File: src/rtl/row_sync_pkg.sv
// rtl/row_sync_pkg.sv - shared state type and default constants for the row sync arbiter
// Purpose: FSM state enum and default parameter values used by row_sync_arbiter.
// Ports: none (package).
package row_sync_pkg;

    typedef enum logic [1:0] {
        ST_IDLE    = 2'd0,
        ST_GRANT   = 2'd1,
        ST_LOCKED  = 2'd2,
        ST_RELEASE = 2'd3
    } arb_state_t;

    localparam int DEF_NUM_CORES     = 4;
    localparam int DEF_GRANT_TIMEOUT = 255;

    // Wide enough for the largest allowed GRANT_TIMEOUT (65535).
    localparam int CNT_W = 16;

endpackage

File: src/rtl/row_sync_arbiter_rr_priority_pick.sv
// rtl/row_sync_arbiter_rr_priority_pick.sv - combinational round-robin first-set picker
// Purpose: find the first set request bit at or after ptr, wrapping modulo NUM_CORES.
// Ports:
//   req   - request vector, one bit per core
//   ptr   - starting index for the search (must be < NUM_CORES)
//   valid - high when any request bit is set
//   index - selected core index (0 when valid is low)
module rr_priority_pick #(
    parameter int NUM_CORES = 4,
    parameter int IDX_W     = $clog2(NUM_CORES)
) (
    input  logic [NUM_CORES-1:0] req,
    input  logic [IDX_W-1:0]     ptr,
    output logic                 valid,
    output logic [IDX_W-1:0]     index
);

    int cand;

    always_comb begin
        valid = 1'b0;
        index = '0;
        cand  = 0;
        for (int i = 0; i < NUM_CORES; i++) begin
            cand = int'(ptr) + i;
            if (cand >= NUM_CORES) begin
                cand = cand - NUM_CORES;
            end
            // First hit wins; later hits are ignored via the valid flag.
            if (!valid && req[cand]) begin
                valid = 1'b1;
                index = IDX_W'(cand);
            end
        end
    end

endmodule

File: src/rtl/row_sync_arbiter.sv
// rtl/row_sync_arbiter.sv - round-robin grant arbiter for one row of cores sharing a URAM
// Purpose: grants the shared row buffer to one core at a time, holds it while the core
//          is locked, revokes idle grants after GRANT_TIMEOUT cycles and waits for the
//          URAM to drain before rearbitrating.
// Ports:
//   clk, reset_n     - clock, asynchronous active-low reset
//   i_core_req       - per-core request levels
//   i_core_locked    - per-core locked levels
//   i_uram_empty     - shared buffer holds no pending data
//   o_core_grant     - one-hot-or-zero grant
//   o_uram_emptied   - registered i_uram_empty per core, zero while LOCKED
//   o_owner          - index of current/last grant holder
//   o_busy           - arbiter not idle (registered)
//   o_timeout        - one-cycle pulse when a grant is revoked by timeout (registered)
module row_sync_arbiter
    import row_sync_pkg::*;
#(
    parameter int NUM_CORES     = DEF_NUM_CORES,
    parameter int GRANT_TIMEOUT = DEF_GRANT_TIMEOUT
) (
    input  logic                         clk,
    input  logic                         reset_n,
    input  logic [NUM_CORES-1:0]         i_core_req,
    input  logic [NUM_CORES-1:0]         i_core_locked,
    input  logic                         i_uram_empty,
    output logic [NUM_CORES-1:0]         o_core_grant,
    output logic [NUM_CORES-1:0]         o_uram_emptied,
    output logic [$clog2(NUM_CORES)-1:0] o_owner,
    output logic                         o_busy,
    output logic                         o_timeout
);

    localparam int IDX_W = $clog2(NUM_CORES);

    arb_state_t       state_q;
    arb_state_t       state_d;
    logic [IDX_W-1:0] owner_q;
    logic [IDX_W-1:0] rr_ptr_q;
    logic [IDX_W-1:0] next_ptr;
    logic [CNT_W-1:0] cnt_q;
    logic [31:0]      cnt_next;
    logic             timeout_hit;
    logic             rel_by_timeout;
    logic             busy_q;
    logic             timeout_q;
    logic             empty_q;
    logic             pick_valid;
    logic [IDX_W-1:0] pick_idx;
    logic             own_req;
    logic             own_locked;

    rr_priority_pick #(
        .NUM_CORES (NUM_CORES),
        .IDX_W     (IDX_W)
    ) u_pick (
        .req   (i_core_req),
        .ptr   (rr_ptr_q),
        .valid (pick_valid),
        .index (pick_idx)
    );

    // Only the owner's bits matter once a grant is out.
    assign own_req    = i_core_req[owner_q];
    assign own_locked = i_core_locked[owner_q];

    // cnt_q is 0 in the first GRANT cycle, so this fires after exactly
    // GRANT_TIMEOUT cycles of grant.
    assign cnt_next    = {{(32 - CNT_W){1'b0}}, cnt_q} + 32'd1;
    assign timeout_hit = (cnt_next >= 32'(GRANT_TIMEOUT));

    assign next_ptr = (owner_q == IDX_W'(NUM_CORES - 1)) ? '0 : owner_q + 1'b1;

    always_comb begin
        state_d        = state_q;
        rel_by_timeout = 1'b0;
        case (state_q)
            ST_IDLE: begin
                if (pick_valid) begin
                    state_d = ST_GRANT;
                end
            end
            ST_GRANT: begin
                // Locked takes priority over a simultaneous request drop.
                if (own_locked) begin
                    state_d = ST_LOCKED;
                end else if (!own_req) begin
                    state_d = ST_RELEASE;
                end else if (timeout_hit) begin
                    state_d        = ST_RELEASE;
                    rel_by_timeout = 1'b1;
                end
            end
            ST_LOCKED: begin
                if (!own_locked && !own_req) begin
                    state_d = ST_RELEASE;
                end
            end
            ST_RELEASE: begin
                if (i_uram_empty) begin
                    state_d = ST_IDLE;
                end
            end
            default: state_d = ST_IDLE;
        endcase
    end

    always_ff @(posedge clk or negedge reset_n) begin
        if (!reset_n) begin
            state_q   <= ST_IDLE;
            owner_q   <= '0;
            rr_ptr_q  <= '0;
            cnt_q     <= '0;
            busy_q    <= 1'b0;
            timeout_q <= 1'b0;
            empty_q   <= 1'b0;
        end else begin
            state_q <= state_d;
            if (state_q == ST_IDLE && pick_valid) begin
                owner_q <= pick_idx;
            end
            if (state_q == ST_RELEASE) begin
                rr_ptr_q <= next_ptr;
            end
            if (state_q == ST_GRANT) begin
                if (cnt_q != {CNT_W{1'b1}}) begin
                    cnt_q <= cnt_q + 1'b1;
                end
            end else begin
                cnt_q <= '0;
            end
            busy_q    <= (state_d != ST_IDLE);
            timeout_q <= rel_by_timeout;
            empty_q   <= i_uram_empty;
        end
    end

    // Grant decoded from registered state so reset removes it immediately.
    always_comb begin
        o_core_grant = '0;
        if (state_q == ST_GRANT || state_q == ST_LOCKED) begin
            o_core_grant[owner_q] = 1'b1;
        end
    end

    assign o_uram_emptied = (state_q == ST_LOCKED) ? '0 : {NUM_CORES{empty_q}};
    assign o_owner        = owner_q;
    assign o_busy         = busy_q;
    assign o_timeout      = timeout_q;

endmodule

File: config.mk
export PLATFORM = sky130hd
export DESIGN_NAME = row_sync_arbiter
export DESIGN_NICKNAME = d
export VERILOG_FILES = /design/src/rtl/row_sync_pkg.sv /design/src/rtl/row_sync_arbiter_rr_priority_pick.sv /design/src/rtl/row_sync_arbiter.sv
export SDC_FILE = /design/constraint.sdc
export NUM_CORES = 1
export LEC_CHECK = 0
export CAP_MARGIN = 40
export CORE_ASPECT_RATIO = 0.9
export CORE_MARGIN = 3
export CORE_UTILIZATION = 58
export DETAILED_ROUTE_END_ITERATION = 8
export GPL_TIMING_DRIVEN = 0
export HOLD_SLACK_MARGIN = 0.06
export PLACE_DENSITY = 0.87
export SLEW_MARGIN = 0
export SYNTH_ARGS = -nofsm -noshare
export SYNTH_HDL_FRONTEND = slang
export SYNTH_SLANG_ARGS = --single-unit
File: constraint.sdc
create_clock -name clk -period 4.4 [get_ports clk]
set_input_delay 0.88 -clock clk [delete_from_list [all_inputs] [get_ports clk]]
set_output_delay 0.88 -clock clk [all_outputs]
set_load 0.005 [all_outputs]
==> results_dict.tcl <==
set metrics [dict create \
    status "finished, final reports clean" \
    dieArea_um2 3640 \
    drt_iter0_drc 120 \
    drv_slew 0 \
    synth_cell_types 46 \
    antenna_found_initial 0 \
    mappedNetlistArea_um2 1710 \
    final_common_cell "dfrtp_1" \
    postLayoutSetupSlackWorst_ns 1.49 \
    final_cell_mix "dfrtp_1 (25), clkdlybuf4s50_1 (22), nand2_1 (17)" \
    clk_latency_ns 0.33 \
    ys_top_cells_by_area "dfrtp_1 (37%), ha_1 (8.0%), a21oi_1 (4.7%), nand2_1 (3.7%), xnor2_1 (3.6%)" \
    synth_warnings 0 \
    antennaDiodeCount 0 \
    grt_pass1_wl_mm 6.71 \
    cts_inserted_buffers 3 \
    nNetsFinal 241 \
    post_cts_resized 0 \
    fmax_mhz 344 \
    finalHoldViolations 0 \
    dpl.cell_count 254 \
    root_buffer "clkbuf_4" \
    start_kind "register" \
    ys_ff_latch 25 \
    syn_nets 213 \
    ir_drop_mv 0.306 \
    grt_max_degree 16 \
    ant_nets 0 \
    wl_per_cell_um 15.4 \
    core_um2 2790 \
    tightest_slew_ns 0.557 \
    r2r_cells 8 \
    synth_edf_count 0 \
    ys_async_sr_fraction 1.00 \
    clk_path_buf_depth 2 \
    period_needed_ns 2.91 \
    rows 18 \
    crit_type "reg2out" \
    cp_max_fo 5 \
    globalplace.congestion 0.896 \
    post_cts_buffers 0 \
    holdBufCountCts 0 \
    end_kind "output pin" \
    p_leak_nw 0.860 \
    initial_utilization 0.613 \
    io-pin-count 23 \
    cts_tree "yes" \
    rsz0062_at_grt "no" \
    cts_sinks 25 \
    drv_cap 0 \
    avgSynthCellArea_um2 8.97 \
    synth_cells 191 \
    finalSetupTns_ns 0 \
    power_density_nw_per_um2 429 \
    instances_no_fill 258 \
    setup_viol 0 \
    syn_to_final_growth_pct 18.2 \
    drive_above_1_share 0.0780 \
    wirelength_mm 3.98 \
    place_ws_ns 1.70 \
    die_y_um 57.6 \
    fin_skew_ns 0.0145 \
    vias 1554 \
    hold_path_class "reg2reg" \
    required_ns 3.52 \
    track_usage 0.229 \
    finish.utilization 0.725 \
    overflow 0 \
    place_hpwl_mm 3.11 \
    hold_path_depth 2 \
    drc 0 \
    timing.slew.headroom 0.627 \
    crit_arrival_ns 2.03 \
    synth-seq-area-share 0.365 \
    synthFlopType "dfrtp_1" \
    dr.pass1.iters 4 \
    synth_top_area_cell "dfrtp_1" \
    viasPerCell 6.02 \
    die_w_um 63.3 \
    htree_levels 1 \
    fin_crit_sh 0.661 \
    grt_pass1_vias 1518 \
    path_clk_slew_ns 0.14 \
    io_buffers 22 \
    yosys.area.top_type_share 0.365 \
]
critical path, cell delays in order, from the launching register on:
cell and delay (ns):
dfrtp_1 0.44, inv_1 0.11, ha_1 0.26, nor2b_1 0.25, buf_4 0.16, clkdlybuf4s50_1 0.49
synth_stat cells (3+ instances only):
cell	n
a21oi_1	16
a31oi_1	4
and2_1	5
and3_1	5
and4_1	3
buf_2	3
buf_4	3
clkbuf_1	5
dfrtp_1	25
ha_1	11
inv_1	8
mux2i_1	3
nand2_1	17
nand3_1	5
nand4_1	3
nor2_1	13
nor3_1	7
o21ai_0	9
or3_1	3
xnor2_1	7
xor2_1	3
where the power goes:
part	switching [mW]	leakage, nW	internal, mW	total [mW]
combinational	0.226	0.512	0.209	0.435
sequential	0.0574	0.333	0.271	0.329
clock	0.0694	0.0150	0.0356	0.105
total	0.352	0.860	0.516	0.869
area by class of cell:
| type | count | area, um2 |
|---|---|---|
| tap | 40 | 50.0 |
| fill | 211 | 768 |
| buffer | 11 | 56.3 |
| clock buffer | 4 | 26.3 |
| sequential | 25 | 626 |
| inverter | 9 | 33.8 |
| multi-input combinational | 146 | 997 |
| timing repair buffer | 23 | 235 |
registers in the layout, summed over array words and instances (netlist names):
signal and cells:
rr_ptr_q 2, o_busy 1, o_owner 2, o_timeout 1
state_q 2, empty_q 1, cnt_q 16
metrics by stage:
step	cell area [um2]	hold slack [ns]	power, mW
floorplan	1710	0.557	0.586
global placement	1980	0.591	0.732
detailed placement	2000	0.616	0.762
CTS	2020	0.633	0.867
global route	2020	0.674	0.924
finish	2020	0.649	0.869
cells by family (layout without fill, tap and decap cells):
family	count (synthesis)	after routing	share of synthesized area
mux	6	6	0.0504
compound gates	46	46	0.171
xor+xnor	10	10	0.0511
buf+inv	20	47	0.0526
fa+ha+maj	11	11	0.0803
flops	25	25	0.365
simple gates	73	73	0.229
layer usage:
layer  up-vias  share of wire  global-route usage
met3         7          0.057              0.0472
met5         -              0                   0
met2        59           0.50               0.391
li1        740              -                   -
met4         0         0.0085              0.0646
met1       748           0.44               0.299
path summary, 6_finish.rpt:
path / startpoint / to / slack (ns)
worst max-delay path: state_q[0] / o_uram_emptied[1] / 1.49
worst min-delay path: rr_ptr_q[0] / rr_ptr_q[0] / 0.65
worst max register to register: cnt_q[1] / o_busy / 1.78
worst min register to register: rr_ptr_q[0] / rr_ptr_q[0] / 0.65
max in group asynchronous: reset_n / o_owner[1] / 3.00
min in group asynchronous: reset_n / cnt_q[3] / 0.89
Note: power is estimated with default switching activity, not from simulation.
